**config.mk**
```make
export PLATFORM = sky130hd
export DESIGN_NAME = data_mem_arbiter
export DESIGN_NICKNAME = d
export VERILOG_FILES = /design/src/rtl/data_mem_arbiter.sv
export SDC_FILE = /design/constraint.sdc
export NUM_CORES = 1
export LEC_CHECK = 0
export CELL_PAD_IN_SITES_DETAIL_PLACEMENT = 1
export CELL_PAD_IN_SITES_GLOBAL_PLACEMENT = 1
export CORE_ASPECT_RATIO = 0.7
export CORE_UTILIZATION = 13
export DETAILED_ROUTE_END_ITERATION = 8
export PLACE_DENSITY = 0.86
export SLEW_MARGIN = 30
export SYNTH_ARGS = -nofsm -noshare
export SYNTH_HDL_FRONTEND = slang
export SYNTH_SLANG_ARGS = --single-unit
export TNS_END_PERCENT = 1
```
**constraint.sdc**
```tcl
create_clock -name CLK -period 1.8 [get_ports CLK]
set_input_delay 0.18 -clock CLK [delete_from_list [all_inputs] [get_ports CLK]]
set_output_delay 0.18 -clock CLK [all_outputs]
set_load 0.02 [all_outputs]
```
**src/rtl/data_mem_arbiter.sv**
```systemverilog
// data_mem_arbiter: shares one synchronous-read data memory between the core (default priority) and a DMA port with a starvation bound
module data_mem_arbiter #(
  parameter int ADDR_WIDTH   = 32,
  parameter int DATA_WIDTH   = 32,
  parameter int STARVE_LIMIT = 4
) (
  input  logic                  CLK,
  input  logic                  RST,
  input  logic                  CORE_REQ,
  input  logic                  CORE_WR_EN,
  input  logic [ADDR_WIDTH-1:0] CORE_ADDR,
  input  logic [DATA_WIDTH-1:0] CORE_WDATA,
  output logic [DATA_WIDTH-1:0] CORE_RDATA,
  output logic                  CORE_STALL,
  input  logic                  DMA_REQ,
  input  logic                  DMA_WR_EN,
  input  logic [ADDR_WIDTH-1:0] DMA_ADDR,
  input  logic [DATA_WIDTH-1:0] DMA_WDATA,
  output logic                  DMA_GNT,
  output logic [DATA_WIDTH-1:0] DMA_RDATA,
  output logic                  DMA_RVALID,
  output logic                  MEM_EN,
  output logic                  MEM_WR_EN,
  output logic [ADDR_WIDTH-1:0] MEM_ADDR,
  output logic [DATA_WIDTH-1:0] MEM_WDATA,
  input  logic [DATA_WIDTH-1:0] MEM_RDATA
);
  typedef enum logic [1:0] {IDLE, CORE_RD, DMA_RD} state_t;
  localparam logic [3:0] LIMIT = 4'(STARVE_LIMIT);
  state_t     state_q, state_d;
  logic [3:0] cnt_q, cnt_d;
  logic       dma_wins, core_wins, act;
  always_ff @(posedge CLK) begin
    if (RST) begin
      state_q <= IDLE;
      cnt_q   <= '0;
    end else begin
      state_q <= state_d;
      cnt_q   <= cnt_d;
    end
  end
  always_comb begin
    dma_wins  = state_q == IDLE && DMA_REQ && (!CORE_REQ || cnt_q == LIMIT);
    core_wins = state_q == IDLE && CORE_REQ && !dma_wins;
    state_d   = core_wins && !CORE_WR_EN ? CORE_RD :
                dma_wins && !DMA_WR_EN   ? DMA_RD  : IDLE;
    // a waiting DMA request ages in every ungranted cycle, including return cycles
    cnt_d     = dma_wins                   ? 4'd0         :
                DMA_REQ && cnt_q != LIMIT  ? cnt_q + 4'd1 : cnt_q;
  end
  always_comb begin
    act        = !RST;
    MEM_EN     = act && (core_wins || dma_wins);
    MEM_WR_EN  = act && (core_wins ? CORE_WR_EN : dma_wins && DMA_WR_EN);
    MEM_ADDR   = !act ? '0 : core_wins ? CORE_ADDR  : dma_wins ? DMA_ADDR  : '0;
    MEM_WDATA  = !act ? '0 : core_wins ? CORE_WDATA : dma_wins ? DMA_WDATA : '0;
    CORE_STALL = act && ((core_wins && !CORE_WR_EN) || ((dma_wins || state_q == DMA_RD) && CORE_REQ));
    CORE_RDATA = act && state_q == CORE_RD ? MEM_RDATA : '0;
    DMA_GNT    = act && dma_wins;
    DMA_RVALID = act && state_q == DMA_RD;
    DMA_RDATA  = act && state_q == DMA_RD ? MEM_RDATA : '0;
  end
endmodule

```
==> run_summary.xml, run 1 <==
<?xml version="1.0" encoding="UTF-8"?>
<metrics>
  <group name="status">
    <metric name="outcome" unit="">finished with violations</metric>
    <metric name="violations" unit="">DRC, setup timing</metric>
  </group>
  <group name="layout">
    <metric name="multiInputGateArea" unit="sq um">1940</metric>
    <metric name="insertedDiodeCount" unit="">0</metric>
    <metric name="layout.filler_cells" unit="">1826</metric>
    <metric name="layout-area-overhead-vs-synth" unit="%">172</metric>
    <metric name="fraction_of_final_layout_cells_with_drive_strength_greater_than_1" unit="%">37.7</metric>
    <metric name="ff_latch_area" unit="sq um">121</metric>
    <metric name="postLayoutCoreUtil" unit="%">37.1</metric>
    <metric name="finalNetCount" unit="">815</metric>
  </group>
  <group name="yosys">
    <metric name="synth.top_cells.by_area" unit="">sky130_fd_sc_hd__nand2_1 (24%), sky130_fd_sc_hd__and2_1 (20%), sky130_fd_sc_hd__o22ai_2 (18%)</metric>
    <metric name="synth_sequential_area_ratio" unit="%">5.86</metric>
    <metric name="syn_nets" unit="">506</metric>
    <metric name="synth_top_area_cell" unit="">sky130_fd_sc_hd__nand2_1</metric>
    <metric name="syn-cell-area" unit="sq um">2050</metric>
    <metric name="netlist-cell-type-count" unit="">29</metric>
    <metric name="yosys_register_bits" unit="">6</metric>
    <metric name="netlist_instances" unit="">338</metric>
    <metric name="synth_top_area_share" unit="%">24.2</metric>
    <metric name="synthesis.area_per_instance" unit="sq um">6.06</metric>
    <metric name="yosysWarnings" unit="">0</metric>
  </group>
  <group name="sta">
    <metric name="setup_slack" unit="ps">-98.9</metric>
    <metric name="number_of_endpoints_with_negative_hold_slack_in_the_final_report" unit="">0</metric>
    <metric name="finalSetupViolCount" unit="">65</metric>
    <metric name="rsz0062_at_grt" unit="">yes</metric>
    <metric name="drv_slew" unit="">0</metric>
    <metric name="min_period" unit="ps">1900</metric>
    <metric name="setup-tns-final" unit="ps">-3670</metric>
    <metric name="fin_skew" unit="ps">1.89</metric>
    <metric name="worst_pin_slew" unit="ps">261</metric>
    <metric name="timing.fmax" unit="MHz">527</metric>
    <metric name="slew-limit-headroom" unit="%">82.5</metric>
    <metric name="min_period_over_period" unit="%">105</metric>
  </group>
  <group name="critical_path">
    <metric name="r2r_slack" unit="ps">320</metric>
    <metric name="cp_top_family" unit="">compound AO/OA/AOI/OAI gates</metric>
    <metric name="path_max_fanout" unit="">24</metric>
    <metric name="timing.rr.end" unit="">cnt_q[1]$_SDFFE_PP0P_</metric>
    <metric name="crit_path_top_delay_cell" unit="">sky130_fd_sc_hd__dfxtp_2</metric>
    <metric name="reg2reg_from" unit="">state_q[1]$_SDFF_PP0_</metric>
    <metric name="crit_path_kind" unit="">reg2out</metric>
    <metric name="worstPathArrival" unit="ps">1720</metric>
    <metric name="crit_path_cell_trace" unit="">inv_2 -&gt; ha_4 -&gt; nand3b_1 -&gt; a21bo_4 -&gt; buf_12 -&gt; o22ai_2 -&gt; buf_6</metric>
    <metric name="startpoint_type" unit="">register</metric>
    <metric name="critPathRequiredTime" unit="ps">1620</metric>
    <metric name="r2r_cells" unit="">4</metric>
    <metric name="critical-path-max-stage-delay" unit="ps">310</metric>
    <metric name="type_of_element_capturing_the_critical_path" unit="">output port</metric>
    <metric name="worstPathBufferInverterCount" unit="">3</metric>
  </group>
  <group name="global_route">
    <metric name="grt_max_degree" unit="">33</metric>
    <metric name="grt_pass1_vias" unit="">3628</metric>
    <metric name="grt_antenna_before_repair" unit="">0</metric>
    <metric name="grt_first_pass_wirelength" unit="mm">19.3</metric>
    <metric name="grtUsageTotal" unit="%">14.7</metric>
    <metric name="globalRouteOverflowTotal" unit="">0</metric>
  </group>
  <group name="detailed_routing">
    <metric name="total_number_of_vias" unit="">3535</metric>
    <metric name="antenna_violating_nets_left" unit="">0</metric>
    <metric name="pre_antenna_drt_iters" unit="">6</metric>
    <metric name="routed_wl" unit="mm">13.1</metric>
    <metric name="drt_iter0_drc" unit="">176</metric>
    <metric name="viasPerCell" unit="">4.21</metric>
    <metric name="post-route-drc-count" unit="">28</metric>
    <metric name="wl_per_cell" unit="um">15.6</metric>
  </group>
  <group name="placed_design">
    <metric name="port_buffers" unit="">298</metric>
    <metric name="gpl.final_weighted_congestion" unit="">0.779</metric>
    <metric name="detailed_place_hpwl" unit="mm">10.7</metric>
  </group>
  <group name="clock_tree">
    <metric name="post_cts_hold_buffer_count" unit="">0</metric>
    <metric name="tritoncts_num_sinks" unit="">6</metric>
    <metric name="tritoncts.num_buffers" unit="">3</metric>
    <metric name="htree_num_levels" unit="">1</metric>
    <metric name="clockBufferDepth" unit="">2</metric>
    <metric name="worst_skew_late_latency" unit="ps">230</metric>
    <metric name="cts_tree" unit="">yes</metric>
    <metric name="clkTransAtPathRegs" unit="ps">40</metric>
    <metric name="cts-root-buf" unit="">sky130_fd_sc_hd__clkbuf_16</metric>
  </group>
  <group name="worst_hold_path">
    <metric name="timing.hold.worst_endpoint" unit="">cnt_q[1]$_SDFFE_PP0P_</metric>
    <metric name="hold_path_startpoint" unit="">RST</metric>
    <metric name="path_type_of_the_worst_min_delay_path" unit="">in2reg</metric>
    <metric name="timing.hold.worst_path_depth" unit="">4</metric>
  </group>
  <group name="power_and_ir_drop">
    <metric name="powerDensity" unit="nW/um^2">324</metric>
    <metric name="leakagePower" unit="nW">2.44</metric>
    <metric name="power.ir.vdd_worst" unit="uV">238</metric>
  </group>
  <group name="die">
    <metric name="rows" unit="">37</metric>
    <metric name="chipHeight" unit="um">107</metric>
    <metric name="ios" unit="">299</metric>
    <metric name="core_footprint" unit="sq um">15000</metric>
    <metric name="initial_core_util" unit="%">13.6</metric>
    <metric name="floorplan.die_area" unit="sq um">16300</metric>
    <metric name="die_x" unit="um">152</metric>
  </group>
  <group name="job">
    <metric name="drv_cap" unit="">0</metric>
  </group>
</metrics>
==> cells in the mapped netlist <==
cell type                  count
sky130_fd_sc_hd__a21bo_2       1
sky130_fd_sc_hd__a21oi_1       2
sky130_fd_sc_hd__a311oi_1      1
sky130_fd_sc_hd__and2_1       65
sky130_fd_sc_hd__and3_1        1
sky130_fd_sc_hd__buf_2        13
sky130_fd_sc_hd__buf_4         4
sky130_fd_sc_hd__buf_6         4
sky130_fd_sc_hd__clkbuf_1     14
sky130_fd_sc_hd__dfxtp_1       6
sky130_fd_sc_hd__ha_1          2
sky130_fd_sc_hd__inv_1         3
sky130_fd_sc_hd__nand2_1     132
sky130_fd_sc_hd__nand2b_1      1
sky130_fd_sc_hd__nand3b_1      3
sky130_fd_sc_hd__nand4_1       1
sky130_fd_sc_hd__nand4b_1      2
sky130_fd_sc_hd__nor2_1        5
sky130_fd_sc_hd__nor2b_1       1
sky130_fd_sc_hd__nor3_1        2
sky130_fd_sc_hd__nor3_2        1
sky130_fd_sc_hd__nor3b_2       1
sky130_fd_sc_hd__o21a_1        2
sky130_fd_sc_hd__o21ai_0       1
sky130_fd_sc_hd__o22ai_1      36
sky130_fd_sc_hd__o22ai_2      30
sky130_fd_sc_hd__o32ai_1       1
sky130_fd_sc_hd__or3_1         2
sky130_fd_sc_hd__or4b_1        1
==> kinds of logic (layout without fill, tap and decap cells) <==
| group | Yosys count | after routing | share of synthesized area, % |
|---|---|---|---|
| AO/OA/AOI/OAI | 74 | 74 | 32.1 |
| adder cells (fa/ha/maj) | 2 | 2 | 1.22 |
| buffers and inverters | 38 | 345 | 9.96 |
| flip-flops | 6 | 6 | 5.86 |
| AND/OR/NAND/NOR | 218 | 218 | 50.8 |
==> power by group <==
group | internal [mW] | leakage [nW] | switching (mW) | total, mW
Clock | 0.285 | 0.0370 | 0.0763 | 0.362
Combinational | 0.734 | 2.35 | 0.570 | 1.30
Sequential | 0.139 | 0.0493 | 0.00418 | 0.143
==> repair_timing <==
item                                    in CTS  in global routing
pin swaps                                    2                  2
endpoints found under the setup margin     132                131
resized for setup                          633                 54
buffers inserted                             1                  0
==> worst max path at each step <==
stage,slack (ps),to,startpoint,cells after the start
2_1_floorplan,120,MEM_ADDR[22],cnt_q[0]$_SDFFE_PP0P_,7
3_3_place_gp,-590,MEM_ADDR[3],RST,7
3_5_place_dp,-610,MEM_ADDR[3],RST,7
4_1_cts,-90,MEM_ADDR[12],cnt_q[1]$_SDFFE_PP0P_,7
5_1_grt,-180,MEM_ADDR[2],cnt_q[1]$_SDFFE_PP0P_,7
6_report,-100,MEM_ADDR[23],cnt_q[1]$_SDFFE_PP0P_,7
==> placed cells by master (no fill, tap or decap), types with 2 or more instances in the layout <==
cell,synthesis,final
sky130_fd_sc_hd__nand3b_1,3,3
sky130_fd_sc_hd__o22ai_1,36,9
sky130_fd_sc_hd__or3_1,2,2
sky130_fd_sc_hd__a21oi_1,2,2
sky130_fd_sc_hd__buf_6,4,58
sky130_fd_sc_hd__inv_2,0,2
sky130_fd_sc_hd__nand4b_1,2,2
sky130_fd_sc_hd__buf_4,4,38
sky130_fd_sc_hd__buf_2,13,63
sky130_fd_sc_hd__buf_12,0,12
sky130_fd_sc_hd__and2_1,65,64
sky130_fd_sc_hd__dfxtp_1,6,5
sky130_fd_sc_hd__nor2_1,5,5
sky130_fd_sc_hd__o21a_1,2,2
sky130_fd_sc_hd__o22ai_2,30,56
sky130_fd_sc_hd__clkdlybuf4s50_1,0,164
sky130_fd_sc_hd__nand2_1,132,131
sky130_fd_sc_hd__nor3_1,2,2
sky130_fd_sc_hd__clkdlybuf4s15_2,0,3
sky130_fd_sc_hd__clkbuf_16,0,3
==> state kept, by name (all words and copies together), names as in the netlist <==
register / count
cnt_q: 4
state_q: 2
==> per-layer routing <==
layer	vias up	global-route usage (%)	share of wire, %
li1	1759	-	-
met1	1646	18.2	42
met2	126	27.8	51
met3	4	2.06	5.6
met4	0	1.53	0.37
met5	-	0	0
==> tightest hold or removal path, stage by stage <==
cell and delay [ps]:
sky130_fd_sc_hd__dlymetal6s2s_1 170, sky130_fd_sc_hd__buf_6 150, sky130_fd_sc_hd__nand4b_1 130, sky130_fd_sc_hd__o32ai_1 90
==> final cells by class <==
| type | count | area share, % |
|---|---|---|
| flip-flops and latches | 6 | 2.18 |
| repair buffers | 339 | 57.1 |
| clock buffers | 3 | 1.35 |
| inverters | 3 | 0.202 |
| multi-input cells | 294 | 34.8 |
| well taps | 195 | 4.38 |
==> stage by stage <==
| stage | setup slack [ps] | power, mW | std cells | instance area (sq um) | hold slack [ps] |
|---|---|---|---|---|---|
| finish | -98.9 | 1.81 | 840 | 5580 | 536 |
| global route | -185 | 1.91 | 840 | 5580 | 581 |
| CTS | -85.3 | 1.76 | 840 | 5360 | 556 |
| detailed placement | -608 | 1.39 | 836 | 5550 | 581 |
| global placement | -587 | 1.37 | 836 | 5550 | 566 |
| floorplan | 116 | 0.636 | 338 | 2050 | 259 |
Note: power is estimated with default switching activity, not from simulation.
==> run 2: changes to the inputs <==
MAX_ROUTING_LAYER = met4   (was unset)
==> run 2 against run 1 <==
The flow still finishes with violations (DRC, setup timing). Via count up 0.45%. Non-clock buffer count unchanged. Die area did not move. Clock skew barely moved. Critical path type unchanged. Largest power group unchanged.
==> run_summary.xml, run 2 (same netlist as run 1, synthesis figures left out) <==
<?xml version="1.0" encoding="UTF-8"?>
<metrics>
  <group name="sta">
    <metric name="timing.fmax" unit="MHz">526</metric>
    <metric name="setup-tns-final" unit="ps">-3960</metric>
    <metric name="number_of_endpoints_with_negative_hold_slack_in_the_final_report" unit="">0</metric>
    <metric name="drv_slew" unit="">0</metric>
    <metric name="slew-limit-headroom" unit="%">82.8</metric>
    <metric name="min_period" unit="ps">1900</metric>
    <metric name="rsz0062_at_grt" unit="">yes</metric>
    <metric name="whs" unit="ps">534</metric>
    <metric name="finalSetupViolCount" unit="">65</metric>
    <metric name="min_period_over_period" unit="%">106</metric>
    <metric name="setup_slack" unit="ps">-103</metric>
    <metric name="worst_pin_slew" unit="ps">256</metric>
    <metric name="fin_skew" unit="ps">1.59</metric>
  </group>
  <group name="die">
    <metric name="rows" unit="">37</metric>
    <metric name="core_footprint" unit="sq um">15000</metric>
    <metric name="floorplan.die_area" unit="sq um">16300</metric>
    <metric name="ios" unit="">299</metric>
    <metric name="die_x" unit="um">152</metric>
    <metric name="initial_core_util" unit="%">13.6</metric>
    <metric name="chipHeight" unit="um">107</metric>
  </group>
  <group name="placed_design">
    <metric name="port_buffers" unit="">298</metric>
    <metric name="gpl.final_weighted_congestion" unit="">0.790</metric>
    <metric name="placed_cells" unit="">836</metric>
    <metric name="detailed_place_hpwl" unit="mm">10.7</metric>
  </group>
  <group name="status">
    <metric name="outcome" unit="">finished with violations</metric>
    <metric name="violations" unit="">DRC, setup timing</metric>
  </group>
  <group name="worst_hold_path">
    <metric name="timing.hold.worst_path_depth" unit="">4</metric>
    <metric name="path_type_of_the_worst_min_delay_path" unit="">in2reg</metric>
  </group>
  <group name="critical_path">
    <metric name="critPathRequiredTime" unit="ps">1620</metric>
    <metric name="crit_path_kind" unit="">reg2out</metric>
    <metric name="crit_path_top_delay_cell" unit="">sky130_fd_sc_hd__dfxtp_2</metric>
    <metric name="path_max_fanout" unit="">24</metric>
    <metric name="type_of_element_capturing_the_critical_path" unit="">output port</metric>
    <metric name="startpoint_type" unit="">register</metric>
    <metric name="r2r_cells" unit="">4</metric>
    <metric name="crit_path_cell_trace" unit="">inv_2 -&gt; ha_4 -&gt; nand3b_1 -&gt; a21bo_4 -&gt; buf_12 -&gt; o22ai_2 -&gt; buf_6</metric>
    <metric name="critical-path-max-stage-delay" unit="ps">310</metric>
    <metric name="worstPathArrival" unit="ps">1720</metric>
  </group>
  <group name="layout">
    <metric name="fin_cells" unit="">840</metric>
    <metric name="largest_registers" unit="">cnt_q x4, state_q x2</metric>
    <metric name="layout.cells.most_common" unit="">sky130_fd_sc_hd__clkdlybuf4s50_1</metric>
    <metric name="largest_reg_flops" unit="">4</metric>
    <metric name="layout-area-overhead-vs-synth" unit="%">172</metric>
    <metric name="fraction_of_final_layout_cells_with_drive_strength_greater_than_1" unit="%">37.7</metric>
    <metric name="biggest_register" unit="">cnt_q</metric>
    <metric name="layout.filler_cells" unit="">1826</metric>
    <metric name="layout_common_cells" unit="">sky130_fd_sc_hd__clkdlybuf4s50_1 (164), sky130_fd_sc_hd__nand2_1 (131), sky130_fd_sc_hd__and2_1 (64)</metric>
    <metric name="postLayoutCoreUtil" unit="%">37.1</metric>
    <metric name="finalNetCount" unit="">815</metric>
    <metric name="insertedDiodeCount" unit="">0</metric>
  </group>
  <group name="global_route">
    <metric name="grt_antenna_before_repair" unit="">0</metric>
    <metric name="grtUsageTotal" unit="%">15.1</metric>
    <metric name="grt_first_pass_wirelength" unit="mm">19.3</metric>
    <metric name="grt_pass1_vias" unit="">3627</metric>
    <metric name="globalRouteOverflowTotal" unit="">0</metric>
    <metric name="grt_max_degree" unit="">33</metric>
  </group>
  <group name="detailed_routing">
    <metric name="routed_wl" unit="mm">13.1</metric>
    <metric name="antenna_violating_nets_left" unit="">0</metric>
    <metric name="post-route-drc-count" unit="">28</metric>
    <metric name="wl_per_cell" unit="um">15.6</metric>
    <metric name="total_number_of_vias" unit="">3551</metric>
    <metric name="drt_iter0_drc" unit="">177</metric>
    <metric name="viasPerCell" unit="">4.23</metric>
    <metric name="pre_antenna_drt_iters" unit="">6</metric>
  </group>
  <group name="clock_tree">
    <metric name="tritoncts.num_buffers" unit="">3</metric>
    <metric name="post_cts_hold_buffer_count" unit="">0</metric>
    <metric name="clockBufferDepth" unit="">2</metric>
    <metric name="tritoncts_num_sinks" unit="">6</metric>
    <metric name="cts-root-buf" unit="">sky130_fd_sc_hd__clkbuf_16</metric>
    <metric name="worst_skew_late_latency" unit="ps">230</metric>
    <metric name="cts_tree" unit="">yes</metric>
    <metric name="htree_num_levels" unit="">1</metric>
    <metric name="clkTransAtPathRegs" unit="ps">30</metric>
  </group>
  <group name="power_and_ir_drop">
    <metric name="leakagePower" unit="nW">2.44</metric>
    <metric name="powerDensity" unit="nW/um^2">324</metric>
    <metric name="total_power" unit="mW">1.81</metric>
    <metric name="power.ir.vdd_worst" unit="uV">237</metric>
  </group>
  <group name="job">
    <metric name="drv_cap" unit="">0</metric>
  </group>
</metrics>
[run 2: timing repair]
action,4_1_cts,5_1_grt
pin swaps,2,2
setup endpoints to repair,132,132
resized for setup,633,54
setup buffers,1,0
[run 2: final timing paths]
check                                      startpoint                    end  slack, ps
worst max-delay path            cnt_q[1]$_SDFFE_PP0P_           MEM_ADDR[23]       -100
worst min-delay path                              RST  cnt_q[1]$_SDFFE_PP0P_        530
worst max register to register  state_q[0]$_SDFF_PP0_  cnt_q[1]$_SDFFE_PP0P_        320
worst min register to register  cnt_q[2]$_SDFFE_PP0P_  cnt_q[2]$_SDFFE_PP0P_        610
[run 2: critical path, delay by kind of cell, from the launching register on]
| kind | cells | cell delay (ps) |
|---|---|---|
| DFF | 1 | 310 |
| buffers and inverters | 3 | 390 |
| adders and majority gates | 1 | 150 |
| AOI/OAI and AO/OA | 2 | 500 |
| and+or+nand+nor | 1 | 130 |
[run 2: stage by stage]
stage | setup slack (ps) | instance area [sq um]
after floorplan | 116 | 2050
after global placement | -587 | 5550
after detailed placement | -608 | 5550
after CTS | -85.3 | 5360
after global routing | -186 | 5580
final | -103 | 5580
[run 2: final cells by class]
cell class | count | area, sq um | area share [%]
repair buffers | 339 | 3180 | 57.1
clock buffers | 3 | 75.1 | 1.35
well taps | 195 | 244 | 4.38
flip-flops and latches | 6 | 121 | 2.18
multi-input cells | 294 | 1940 | 34.8
inverters | 3 | 11.3 | 0.202
[run 2: where the power goes]
| part | leakage (nW) | switching, mW | internal [mW] | total, mW |
|---|---|---|---|---|
| registers | 0.0493 | 0.00421 | 0.139 | 0.143 |
| logic | 2.35 | 0.570 | 0.734 | 1.30 |
| clock network | 0.0370 | 0.0763 | 0.285 | 0.362 |
[run 2: metal layers]
layer	GRT usage, %	up-vias	share of wire (%)
met2	27.8	138	51
met1	18.5	1647	43
met3	1.46	6	5.2
met5	-	-	0
li1	-	1760	-
met4	1.53	0	0.43
==> run 3: changes to the inputs <==
SLEW_MARGIN = unset   (was 30)
clock period = 2 ns   (was 1.8 ns; I/O delays follow)
==> run 3 against run 2 <==
Via count up 1.0%. Die area unchanged. The flow finishes with violations (DRC). Clock skew up 1.1 ps.
==> run_summary.xml, run 3 (same netlist as run 1, synthesis figures left out) <==
<?xml version="1.0" encoding="UTF-8"?>
<metrics>
  <group name="status">
    <metric name="outcome" unit="">finished with violations</metric>
    <metric name="violations" unit="">DRC</metric>
  </group>
  <group name="power_and_ir_drop">
    <metric name="pwr-share-seq" unit="%">8.5</metric>
    <metric name="switch_pwr" unit="mW">0.551</metric>
    <metric name="power.ir.vdd_worst" unit="uV">178</metric>
    <metric name="combPwrFrac" unit="%">69.8</metric>
    <metric name="switching_share" unit="%">36.7</metric>
    <metric name="pwr-share-clk" unit="%">21.6</metric>
    <metric name="leakagePower" unit="nW">2.27</metric>
    <metric name="power.internal" unit="mW">0.950</metric>
    <metric name="powerDensity" unit="nW/um^2">289</metric>
  </group>
  <group name="critical_path">
    <metric name="type_of_element_capturing_the_critical_path" unit="">output port</metric>
    <metric name="crit_path_cell_trace" unit="">clkdlybuf4s50_1 -&gt; buf_4 -&gt; nor3b_2 -&gt; buf_12 -&gt; and2_1 -&gt; clkdlybuf4s15_1</metric>
    <metric name="crit_path_top_delay_cell" unit="">sky130_fd_sc_hd__clkdlybuf4s50_1</metric>
    <metric name="critPathRequiredTime" unit="ps">1800</metric>
    <metric name="critPathLaunch" unit="">RST</metric>
    <metric name="startpoint_type" unit="">input pin</metric>
    <metric name="reg2reg_from" unit="">state_q[1]$_SDFF_PP0_</metric>
    <metric name="path_max_fanout" unit="">32</metric>
    <metric name="crit_path_kind" unit="">in2out</metric>
    <metric name="cp_top_family" unit="">buffers and inverters</metric>
    <metric name="critical-path-max-stage-delay" unit="ps">460</metric>
    <metric name="worstPathBufferInverterCount" unit="">4</metric>
    <metric name="worstPathArrival" unit="ps">1760</metric>
    <metric name="r2r_slack" unit="ps">550</metric>
  </group>
  <group name="layout">
    <metric name="insertedDiodeCount" unit="">0</metric>
    <metric name="layout-area-overhead-vs-synth" unit="%">153</metric>
    <metric name="fraction_of_final_layout_cells_with_drive_strength_greater_than_1" unit="%">30.5</metric>
    <metric name="layout.filler_cells" unit="">1857</metric>
    <metric name="biggest_register" unit="">cnt_q</metric>
    <metric name="finalNetCount" unit="">812</metric>
    <metric name="largest_registers" unit="">cnt_q x4, state_q x2</metric>
    <metric name="largest_reg_flops" unit="">4</metric>
    <metric name="layout_common_cells" unit="">sky130_fd_sc_hd__clkdlybuf4s50_1 (165), sky130_fd_sc_hd__nand2_1 (131), sky130_fd_sc_hd__and2_1 (64)</metric>
    <metric name="layout.cells.most_common" unit="">sky130_fd_sc_hd__clkdlybuf4s50_1</metric>
  </group>
  <group name="clock_tree">
    <metric name="worst_skew_late_latency" unit="ps">230</metric>
    <metric name="cts_tree" unit="">yes</metric>
    <metric name="cts_post_setup_buffers_inserted" unit="">0</metric>
    <metric name="cts-root-buf" unit="">sky130_fd_sc_hd__clkbuf_16</metric>
    <metric name="tritoncts.num_buffers" unit="">3</metric>
    <metric name="htree_num_levels" unit="">1</metric>
    <metric name="tritoncts_num_sinks" unit="">6</metric>
    <metric name="clockBufferDepth" unit="">2</metric>
    <metric name="clkTransAtPathRegs" unit="ps">40</metric>
    <metric name="post_cts_hold_buffer_count" unit="">0</metric>
  </group>
  <group name="die">
    <metric name="initial_core_util" unit="%">13.6</metric>
    <metric name="rows" unit="">37</metric>
    <metric name="die_x" unit="um">152</metric>
    <metric name="floorplan.die_area" unit="sq um">16300</metric>
    <metric name="core_footprint" unit="sq um">15000</metric>
    <metric name="ios" unit="">299</metric>
    <metric name="chipHeight" unit="um">107</metric>
  </group>
  <group name="worst_hold_path">
    <metric name="path_type_of_the_worst_min_delay_path" unit="">reg2reg</metric>
    <metric name="hold_path_startpoint" unit="">cnt_q[0]$_SDFFE_PP0P_</metric>
  </group>
  <group name="sta">
    <metric name="min_period_over_period" unit="%">97.8</metric>
    <metric name="finalSetupViolCount" unit="">0</metric>
    <metric name="timing.fmax" unit="MHz">511</metric>
    <metric name="slew-limit-headroom" unit="%">84.8</metric>
    <metric name="worst_pin_slew" unit="ps">227</metric>
    <metric name="min_period" unit="ps">1960</metric>
    <metric name="fin_skew" unit="ps">2.72</metric>
    <metric name="drv_slew" unit="">0</metric>
    <metric name="setup-tns-final" unit="ps">0</metric>
    <metric name="number_of_endpoints_with_negative_hold_slack_in_the_final_report" unit="">0</metric>
    <metric name="rsz0062_at_grt" unit="">yes</metric>
    <metric name="setup_slack" unit="ps">43.2</metric>
  </group>
  <group name="detailed_routing">
    <metric name="total_number_of_vias" unit="">3587</metric>
    <metric name="drt_iter0_drc" unit="">154</metric>
    <metric name="viasPerCell" unit="">4.29</metric>
    <metric name="routed_wl" unit="mm">13.0</metric>
    <metric name="post-route-drc-count" unit="">28</metric>
    <metric name="antenna_violating_nets_left" unit="">0</metric>
    <metric name="wl_per_cell" unit="um">15.6</metric>
    <metric name="pre_antenna_drt_iters" unit="">6</metric>
  </group>
  <group name="global_route">
    <metric name="grtUsageTotal" unit="%">15.4</metric>
    <metric name="grt_first_pass_wirelength" unit="mm">19.6</metric>
    <metric name="globalRouteOverflowTotal" unit="">0</metric>
    <metric name="grt_antenna_before_repair" unit="">0</metric>
    <metric name="grt_max_degree" unit="">33</metric>
    <metric name="grt_pass1_vias" unit="">3675</metric>
  </group>
  <group name="placed_design">
    <metric name="dp_slack" unit="ps">-429</metric>
    <metric name="gpl.final_weighted_congestion" unit="">0.782</metric>
    <metric name="port_buffers" unit="">298</metric>
    <metric name="detailed_place_hpwl" unit="mm">10.8</metric>
  </group>
  <group name="job">
    <metric name="drv_cap" unit="">0</metric>
  </group>
</metrics>
==> run 3: cell count changes in the layout (fill, tap and decap cells not counted), moves of 2 or more <==
cell                              delta
sky130_fd_sc_hd__buf_6              -57
sky130_fd_sc_hd__clkbuf_2           +39
sky130_fd_sc_hd__clkdlybuf4s15_1    +21
sky130_fd_sc_hd__o22ai_1            +20
sky130_fd_sc_hd__o22ai_2            -19
sky130_fd_sc_hd__buf_2              -11
sky130_fd_sc_hd__buf_4               +2
sky130_fd_sc_hd__clkdlybuf4s15_2     +2
==> run 3: per-layer routing <==
layer	vias to the layer above	wire length, um	global-route usage [%]
met1	1696	5590	18.3
met2	130	6740	28.4
met3	4	661	1.82
li1	1757	-	-
met4	0	53	2.33
met5	-	0	-
==> run 3: path summary, 6_finish.rpt <==
| path | to | cells after the start |
|---|---|---|
| worst min register to register | cnt_q[0]$_SDFFE_PP0P_ | 2 |
| worst min-delay path | cnt_q[0]$_SDFFE_PP0P_ | 2 |
| worst max-delay path | CORE_RDATA[6] | 6 |
| worst max register to register | cnt_q[1]$_SDFFE_PP0P_ | 4 |
==> run 3: power groups by stage <==
stage	Combinational (mW)	Clock, mW	Sequential, mW
global placement	1.10	0	0.129
global route	1.12	0.341	0.129
CTS	1.04	0.334	0.128
detailed placement	1.12	0	0.130
finish	1.05	0.324	0.128
floorplan	0.441	0	0.131
==> run 3: what timing repair did <==
item / 4_1_cts / 5_1_grt
pin swaps: 1 / 0
gates resized for setup: 369 / 96
endpoints found under the setup margin: 132 / 132
==> run 3: stage by stage <==
stage	total power, mW	instance area [sq um]	cells	hold WS (ps)	util (%)
floorplan	0.572	2050	338	279	-
global placement	1.23	5540	834	567	36.8
detailed placement	1.25	5540	834	580	36.8
CTS	1.50	5270	837	574	35.0
global route	1.59	5190	837	607	34.5
finish	1.50	5190	837	585	34.5
==> run 3: worst register-to-register path, stage by stage, from the launching register on <==
cell and delay (ps):
sky130_fd_sc_hd__dfxtp_1 330, sky130_fd_sc_hd__buf_4 170, sky130_fd_sc_hd__or4b_1 570, sky130_fd_sc_hd__nand2b_1 160, sky130_fd_sc_hd__o32ai_1 100
==> run 3: final cells by class <==
type                    instances  area [sq um]  area share [%]
clock buffers                   3          75.1            1.45
inverters                       3          11.3           0.217
multi-input cells             294          1800            34.8
flip-flops and latches          6           120            2.32
well taps                     195           244            4.70
repair buffers                336          2930            56.6
